==> config.mk <==
export PLATFORM = sky130hd
export DESIGN_NAME = fir_controller
export DESIGN_NICKNAME = d
export VERILOG_FILES = /design/src/rtl/fir_pkg.sv /design/src/rtl/fir_tap_watchdog.sv /design/src/rtl/fir_controller.sv
export SDC_FILE = /design/constraint.sdc
export NUM_CORES = 1
export LEC_CHECK = 0
export CAP_MARGIN = 20
export CORE_MARGIN = 3
export CORE_UTILIZATION = 30
export DETAILED_ROUTE_END_ITERATION = 10
export MAX_ROUTING_LAYER = met4
export PLACE_DENSITY_LB_ADDON = 0.2
export SLEW_MARGIN = 20
export SYNTH_ARGS = -nofsm -noshare
export SYNTH_HDL_FRONTEND = slang
export SYNTH_SLANG_ARGS = --single-unit
==> constraint.sdc <==
create_clock -name clk -period 2.55 [get_ports clk]
set_clock_uncertainty 0.15 [all_clocks]
set_input_delay 0.51 -clock clk [delete_from_list [all_inputs] [get_ports clk]]
set_output_delay 0.51 -clock clk [all_outputs]
set_load 0.03 [all_outputs]
==> src/rtl/fir_pkg.sv <==
// Shared definitions for the serial-MAC FIR controller: state encoding,
// datapath strobe bundle and width helpers.
package fir_pkg;

    // Controller states
    localparam logic [1:0] IDLE    = 2'd0;
    localparam logic [1:0] ACCUM   = 2'd1;
    localparam logic [1:0] DONE    = 2'd2;
    localparam logic [1:0] RECOVER = 2'd3;

    // Datapath strobes decoded from the controller state
    typedef struct packed {
        logic shift;     // shift sample into register file
        logic count;     // advance tap pointer
        logic acc_load;  // accumulator load enable
        logic acc_clr;   // accumulator clear
    } dp_ctrl_t;

    // Accumulator width: product (2*WIDTH) plus headroom for the tap sum
    function automatic int calc_acc_w(input int width);
        return 2 * width + 6;
    endfunction

    // Tap counter width, never less than one bit
    function automatic int calc_tap_cnt_w(input int length);
        return (length > 1) ? $clog2(length) : 1;
    endfunction

endpackage

==> src/rtl/fir_tap_watchdog.sv <==
// Local tap counter shadowing the datapath pointer. Flags the last tap and
// any disagreement between the datapath rollBack and the local count.
module fir_tap_watchdog
    import fir_pkg::*;
#(
    parameter int LENGTH = 50
) (
    input  logic clk,
    input  logic rst,
    input  logic clr,
    input  logic inc,
    input  logic check,
    input  logic roll_back,
    output logic is_last,
    output logic sync_error
);

    localparam int TAP_CNT_W = calc_tap_cnt_w(LENGTH);

    logic [TAP_CNT_W-1:0] tap_cnt;

    // Count taps; hold at the last tap since the FSM always leaves ACCUM there
    always_ff @(posedge clk) begin
        if (rst || clr)
            tap_cnt <= '0;
        else if (inc && !is_last)
            tap_cnt <= tap_cnt + 1'b1;
    end

    assign is_last    = (tap_cnt == TAP_CNT_W'(LENGTH - 1));
    assign sync_error = check & (roll_back ^ is_last);

endmodule

==> src/rtl/fir_controller.sv <==
// Control FSM and result-capture stage for the serial-MAC FIR datapath.
// One sample per handshake, LENGTH accumulate cycles, one result per handshake.
module fir_controller
    import fir_pkg::*;
#(
    parameter int WIDTH  = 8,
    parameter int LENGTH = 50
) (
    input  logic                 clk,
    input  logic                 rst,
    input  logic                 in_valid,
    input  logic [WIDTH-1:0]     in_data,
    output logic                 in_ready,
    output logic                 out_valid,
    input  logic                 out_ready,
    output logic [2*WIDTH+5:0]   out_data,
    output logic                 err_sync,
    output logic                 dp_rst,
    output logic                 dp_shift_enb,
    output logic [WIDTH-1:0]     dp_in,
    output logic                 dp_count_enb,
    output logic                 register_enb,
    output logic                 resetReg,
    input  logic                 dp_rollBack,
    input  logic [2*WIDTH+5:0]   dp_out
);

    localparam int ACC_W = calc_acc_w(WIDTH);

    logic [1:0]       state, state_nxt;
    dp_ctrl_t         ctl;
    logic             tap_clr, tap_inc, capture, err_set;
    logic             is_last, sync_error;
    logic [ACC_W-1:0] out_q;
    logic             err_q;

    fir_tap_watchdog #(.LENGTH(LENGTH)) u_watchdog (
        .clk        (clk),
        .rst        (rst),
        .clr        (tap_clr),
        .inc        (tap_inc),
        .check      (!rst && state == ACCUM),
        .roll_back  (dp_rollBack),
        .is_last    (is_last),
        .sync_error (sync_error)
    );

    // Next-state and strobe decode; everything is forced quiet while in reset
    always_comb begin
        state_nxt = state;
        ctl       = '0;
        tap_clr   = 1'b0;
        tap_inc   = 1'b0;
        capture   = 1'b0;
        err_set   = 1'b0;
        in_ready  = 1'b0;
        out_valid = 1'b0;
        if (!rst) begin
            case (state)
                IDLE: begin
                    in_ready = 1'b1;
                    if (in_valid) begin
                        ctl.shift   = 1'b1;
                        ctl.acc_clr = 1'b1;
                        tap_clr     = 1'b1;
                        state_nxt   = ACCUM;
                    end
                end
                ACCUM: begin
                    // rollBack early or missing: datapath pointer is out of step
                    if (sync_error) begin
                        err_set   = 1'b1;
                        state_nxt = RECOVER;
                    end
                    if (!dp_rollBack) begin
                        ctl.count    = 1'b1;
                        ctl.acc_load = 1'b1;
                        tap_inc      = 1'b1;
                    end else if (is_last) begin
                        // final tap: take the adder output, wrap pointer to 0
                        capture   = 1'b1;
                        ctl.count = 1'b1;
                        state_nxt = DONE;
                    end
                end
                DONE: begin
                    out_valid = 1'b1;
                    if (out_ready)
                        state_nxt = IDLE;
                end
                RECOVER: state_nxt = IDLE;
                default: state_nxt = IDLE;
            endcase
        end
    end

    // State, result capture and sticky sync error
    always_ff @(posedge clk) begin
        if (rst) begin
            state <= IDLE;
            out_q <= '0;
            err_q <= 1'b0;
        end else begin
            state <= state_nxt;
            if (capture)
                out_q <= dp_out;
            if (err_set)
                err_q <= 1'b1;
        end
    end

    assign dp_rst       = rst | (state == RECOVER);
    assign dp_shift_enb = ctl.shift;
    assign dp_count_enb = ctl.count;
    assign register_enb = ctl.acc_load;
    assign resetReg     = ctl.acc_clr;
    assign dp_in        = rst ? '0 : in_data;
    assign out_data     = rst ? '0 : out_q;
    assign err_sync     = rst ? 1'b0 : err_q;

endmodule

==> reports/metrics.cfg, run 1 <==
[synthesis]
synth_area_sq_um = 1510
synthCells = 195
synth_ff_type = dfxtp_1
ys_ff_latch = 31
avgSynthCellArea_sq_um = 7.74
synth_edf_count = 0
yosys_warnings = 0
syn-num-nets = 234
async_flop_share = 0
yosysSeqAreaShare = 0.411
yosysUniqueCellTypes = 31

[drt]
firstDrtPassIters = 4
drc_errors = 0
wire_per_inst_um = 11.2
initialDrtViolationCount = 42
via_per_inst = 4.42
vias = 1489
drt.antenna.violating_nets = 0
wl_um = 3770

[global_route]
grt.total_usage = 0.135
grt_pass1_wl_um = 6240
grt_max_degree = 34
antenna_found_initial = 0
grt_remaining_overflow = 0
first_global_vias = 1385

[finish]
fillers = 503
fin_cells = 337
mostFrequentLayoutCells = 67 x clkdlybuf4s50_1, 50 x nand2_1, 31 x nor2b_1
drive_gt1_frac = 0.126
diodes = 0
area_growth_pct = 61.7
nNetsFinal = 308
layout_commonest_cell = clkdlybuf4s50_1

[floorplanning]
start_util = 0.316
die_h_um = 77.0
dieArea_sq_um = 5920
fp-row-count = 25
pin_count = 73
die_w_um = 77.0
design.core.area_sq_um = 4790

[setup_path]
reg2reg_from = u_watchdog.tap_cnt[1]$_SDFFE_PP0P_
worstPathRequired_ns = 1.89
worst_setup_path_end_kind = output port
r2r_end = out_q[10]$_SDFFE_PP0P_
worst_r2r_path_depth = 10
crit_arrival_ns = 1.80
r2r_setup_slack_ns = 0.36
path_max_fanout = 3
start_kind = primary input
path_class = primary input to output port

[clock_tree]
ctsResizeCount = 0
numCtsBuffers = 5
htree_levels = 2
numClockSinks = 31
clkTransAtPathRegs_ns = 0.06
insertion_delay_ns = 0.28
cts_tree = yes
cts-root-buf = clkbuf_8
postCtsHoldBufs = 0
cts_buffer_depth = 2
cts_setup_buffers = 0

[timing]
period_minus_slack_ns = 2.46
max_freq_mhz = 406
relSlewSlack = 0.712
worst_slack_ns = 0.0900
max_slew.worst_pin.slew_ns = 0.429
setup_viol = 0
hold_viol = 0
slew_viol_final = 0
rsz0062_at_grt = no
period_share = 0.965

[place]
gp_congestion = 0.779
pre_cts_ws_ns = 0.0576
dp_hpwl_um = 2670
port_buffers = 72
placed_cells = 329

[min_path]
holdPathStages = 2
hp-class = flop to flop
holdPathEnd = out_q[14]$_SDFFE_PP0P_
hp-start = out_q[14]$_SDFFE_PP0P_

[power_and_ir_drop]
p_leak_uw = 0.000888
total_power_uw = 1080
ir_worst_vdd_mv = 0.268
power.density_nw_per_um2 = 442

[run_status]
status = finished clean

[run]
cap_violations = 0

-- critical path: stages --
cell,delay (ns)
clkdlybuf4s50_1,0.48
and2_1,0.14
clkdlybuf4s50_1,0.67
-- cell usage after synthesis (all sizes together), types with 2 or more instances --
cell,instances,area [sq um]
nor3,2,10.0
nor3b,2,15.0
ha,4,50.1
inv,6,22.5
or4,2,15.0
dfxtp,31,621
nor2b,31,194
clkbuf,12,46.3
o31ai,4,30.0
nand3,4,20.0
mux2i,2,20.0
nand2,50,188
nor2,2,7.51
a21oi,26,130
buf,3,23.8
o21ai,2,10.0
-- logic make-up after synthesis --
group | count (synthesis) | share of synthesized area
DFF | 31 | 0.411
muxes | 2 | 0.0133
and+or+nand+nor | 101 | 0.346
adders and majority gates | 4 | 0.0331
buffers and inverters | 21 | 0.0613
AOI/OAI and AO/OA | 36 | 0.135
-- worst max path at each step --
stage	slack [ns]	end	start	cells after the start
after floorplan	-0.009	resetReg	rst	5
final	0.09	dp_shift_enb	in_valid	3
after detailed placement	0.06	register_enb	dp_rollBack	4
after global placement	0.07	register_enb	dp_rollBack	4
after global routing	0.01	dp_count_enb	u_watchdog.tap_cnt[0]$_SDFFE_PP0P_	8
after CTS	0.03	dp_count_enb	u_watchdog.tap_cnt[0]$_SDFFE_PP0P_	8
-- registers in the layout, summed over array words and instances, names as in the netlist --
| register | cells |
|---|---|
| out_q | 22 |
| u_watchdog.tap_cnt | 6 |
| state | 2 |
| err_q | 1 |
-- per-layer routing --
metal,share of wire,GRT usage,vias up
met2,0.49,0.220,37
li1,-,-,788
met3,0.043,0.0352,5
met5,0,-,-
met4,0.016,0.0598,0
met1,0.45,0.156,659
-- final cells by class --
cell class              count  area (sq um)  area share
clock buffers               7          96.3      0.0394
clock inverters             1          7.51     0.00307
inverters                   6          22.5     0.00922
multi-input cells         143           816       0.334
flip-flops and latches     31           623       0.255
well taps                  67          83.8      0.0343
repair buffers             82           793       0.325
-- per-stage QoR --
step / cell area (sq um) / TNS [ns] / util / hold slack, ns
finish: 2440 / 0 / 0.510 / 0.299
global route: 2440 / 0 / 0.510 / 0.318
CTS: 2430 / 0 / 0.508 / 0.302
detailed placement: 2330 / 0 / 0.486 / 0.292
global placement: 2330 / 0 / 0.486 / 0.287
floorplan: 1520 / -0.00886 / - / 0.279
-- report_power, final --
part	switching, uW	total, uW	leakage, uW	internal, uW
Combinational	68.8	158	0.000587	89.0
Clock	182	427	0.0000505	245
Sequential	7.23	496	0.000251	489
Total	258	1080	0.000888	823
No activity file was read; power rests on OpenSTA's default activity.
==> inputs of run 2 (changes only) <==
--- a/config.mk
+++ b/config.mk
@@ -14,4 +14,5 @@
 export SLEW_MARGIN = 20
 export SYNTH_ARGS = -nofsm -noshare
 export SYNTH_HDL_FRONTEND = slang
+export SYNTH_HIERARCHICAL = 1
 export SYNTH_SLANG_ARGS = --single-unit
==> run 2 against run 1 <==
Compared with the run above: sequential power shrank 0.8%; cell count decreased by 13%; synthesized cell count shrank 25%; critical path type unchanged; critical endpoint is now register_enb.
==> reports/metrics.cfg, run 2 <==
[finish]
nNetsFinal = 261
mostFrequentLayoutCells = 48 x buf_4, 34 x clkdlybuf4s50_1, 31 x dfxtp_1
largest_register = out_q
largest_reg_flops = 22
area_growth_pct = 52.6
reg_top3 = out_q: 22 flops, u_watchdog/tap_cnt: 6 flops, state: 2 flops
fin_cells = 292
drive_gt1_frac = 0.320
layout_commonest_cell = buf_4
diodes = 0
fillers = 468

[drt]
wire_per_inst_um = 12.5
vias = 1341
drc_errors = 0
drt.antenna.violating_nets = 0
firstDrtPassIters = 4
initialDrtViolationCount = 29
wl_um = 3660
via_per_inst = 4.59

[synthesis]
yosys_warnings = 6
ys_ff_latch = 31
yosys.area.top_type_share = 0.416
synth_top_cells_by_count = 31 x dfxtp_1, 23 x nor2b_1, 18 x a32o_1
synth_area_sq_um = 1490
synthTopCellsByArea = dfxtp_1 42%, a32o_1 12%, nor2b_1 9.7%, and2b_2 3.5%, a32o_2 3.0%
synth_ff_type = dfxtp_1
avgSynthCellArea_sq_um = 10.1
synthCells = 147
synth_top_area_cell = dfxtp_1
synth.most_common_cell = dfxtp_1
syn-num-nets = 184
synth_edf_count = 0
async_flop_share = 0
yosysUniqueCellTypes = 41
yosysSeqAreaShare = 0.416

[place]
gp_congestion = 0.886
placed_cells = 284
port_buffers = 72
dp_hpwl_um = 2800

[min_path]
hp-class = flop to flop

[clock_tree]
postCtsHoldBufs = 0
numClockSinks = 31
cts_tree = yes
htree_levels = 2
cts-root-buf = clkbuf_8
cts_buffer_depth = 2
insertion_delay_ns = 0.28
clkTransAtPathRegs_ns = 0.06
numCtsBuffers = 5

[power_and_ir_drop]
power_frac_comb = 0.144
switchingPower_uw = 238
p_leak_uw = 0.000962
ir_worst_vdd_mv = 0.242
seqPwrFrac = 0.494
power.density_nw_per_um2 = 438
clockPowerShare = 0.362
sw_frac_of_total = 0.239
power.internal_uw = 758

[setup_path]
r2r_end = out_q[1]$_SDFFE_PP0P_
critPathLaunch = rst
worst_setup_path_end_kind = output port
path_cells = clkdlybuf4s50_1, or3b_4, nor2_1, buf_4
cp_num_buf_inv = 2
cp_top_family = buffers and inverters
r2r_setup_slack_ns = 0.62
path_class = primary input to output port
start_kind = primary input
path_max_fanout = 3
cp.depth = 4
crit_arrival_ns = 1.76
cp-endpoint = register_enb
critPathSlowestCell = clkdlybuf4s50_1
worstPathRequired_ns = 1.89
max_stage_delay_ns = 0.47
reg2reg_from = u_watchdog/tap_cnt[0]$_SDFFE_PP0P_
worst_r2r_path_depth = 6

[timing]
period_minus_slack_ns = 2.42
max_freq_mhz = 413
relSlewSlack = 0.772
period_share = 0.949
rsz0062_at_grt = no
hold_viol = 0
final.setup.tns_ns = 0
setup_viol = 0
max_slew.worst_pin.slew_ns = 0.333
slew_viol_final = 0

[global_route]
antenna_found_initial = 0
grt.total_usage = 0.138
grt_max_degree = 18
grt_pass1_wl_um = 6400
grt_remaining_overflow = 0
first_global_vias = 1393

[floorplanning]
die_w_um = 76.5
design.core.area_sq_um = 4750
die_h_um = 76.5
pin_count = 73
fp-row-count = 25
dieArea_sq_um = 5850
start_util = 0.313

[run]
cap_violations = 0

[run_status]
status = finished clean

[run 2: cells by family (layout without fill, tap and decap cells)]
| family | count (synthesis) | after routing | share of synthesized area |
|---|---|---|---|
| AND/OR/NAND/NOR | 56 | 56 | 0.252 |
| multiplexers | 1 | 1 | 0.00756 |
| adder cells (fa/ha/maj) | 2 | 2 | 0.0168 |
| AO/OA/AOI/OAI | 37 | 37 | 0.217 |
| buffers and inverters | 18 | 96 | 0.0789 |
| flip-flops | 31 | 31 | 0.416 |
| XOR/XNOR | 2 | 2 | 0.0118 |
[run 2: area by class of cell]
class                   count  area (sq um)  area share
clock inverters             1          5.00     0.00220
clock buffers               7          76.3      0.0336
inverters                   6          27.5      0.0121
well taps                  67          83.8      0.0369
repair buffers             82           701       0.308
flip-flops and latches     31           621       0.273
multi-input cells          98           759       0.334
[run 2: metrics by stage]
stage | hold slack [ns] | instance area, sq um | total power [uW] | utilization | worst slack [ns]
2_1_floorplan | 0.335 | 1500 | 567 | - | 0.0927
3_3_place_gp | 0.362 | 2190 | 648 | 0.461 | 0.117
3_5_place_dp | 0.370 | 2190 | 647 | 0.461 | 0.119
4_1_cts | 0.382 | 2270 | 1020 | 0.478 | 0.109
6_report | 0.385 | 2270 | 996 | 0.478 | 0.130
5_1_grt | 0.396 | 2270 | 1050 | 0.478 | 0.0482
[run 2: worst reg2reg max path, stage by stage (launching register included)]
cell       delay, ns
dfxtp_1         0.43
ha_1            0.24
nand4bb_4       0.14
nor2_2          0.16
and2_1          0.29
buf_4           0.27
a32o_2          0.20
[run 2: worst min-delay path by stage]
stage	cells past startpoint	start	end	slack (ns)
after global placement	2	u_watchdog/tap_cnt[5]$_SDFFE_PP0P_	u_watchdog/tap_cnt[5]$_SDFFE_PP0P_	0.36
final	2	u_watchdog/tap_cnt[1]$_SDFFE_PP0P_	u_watchdog/tap_cnt[1]$_SDFFE_PP0P_	0.38
after CTS	2	u_watchdog/tap_cnt[1]$_SDFFE_PP0P_	u_watchdog/tap_cnt[1]$_SDFFE_PP0P_	0.38
after floorplan	2	u_watchdog/tap_cnt[5]$_SDFFE_PP0P_	u_watchdog/tap_cnt[5]$_SDFFE_PP0P_	0.33
after detailed placement	2	u_watchdog/tap_cnt[5]$_SDFFE_PP0P_	u_watchdog/tap_cnt[5]$_SDFFE_PP0P_	0.37
after global routing	2	u_watchdog/tap_cnt[5]$_SDFFE_PP0P_	u_watchdog/tap_cnt[5]$_SDFFE_PP0P_	0.40
[run 2: what timing repair did]
action                                  CTS  global route
setup buffers                             0             0
gates resized for setup                   0             1
endpoints found under the setup margin    0             1
[run 2: power groups by stage]
stage               logic [uW]  clock network [uW]  registers (uW)
floorplan                 65.9                   0             501
global placement           146                   0             502
detailed placement         145                   0             502
CTS                        145                 381             491
global route               154                 404             492
finish                     144                 360             492
[run 2: per-layer routing]
metal  up-vias  wire (um)  share of wire  track usage
met3         4        268          0.073       0.0473
met5         -          0              0            -
met4         0         38          0.010       0.0489
met1       593       1690           0.46        0.168
li1        686          -              -            -
met2        58       1660           0.45        0.214
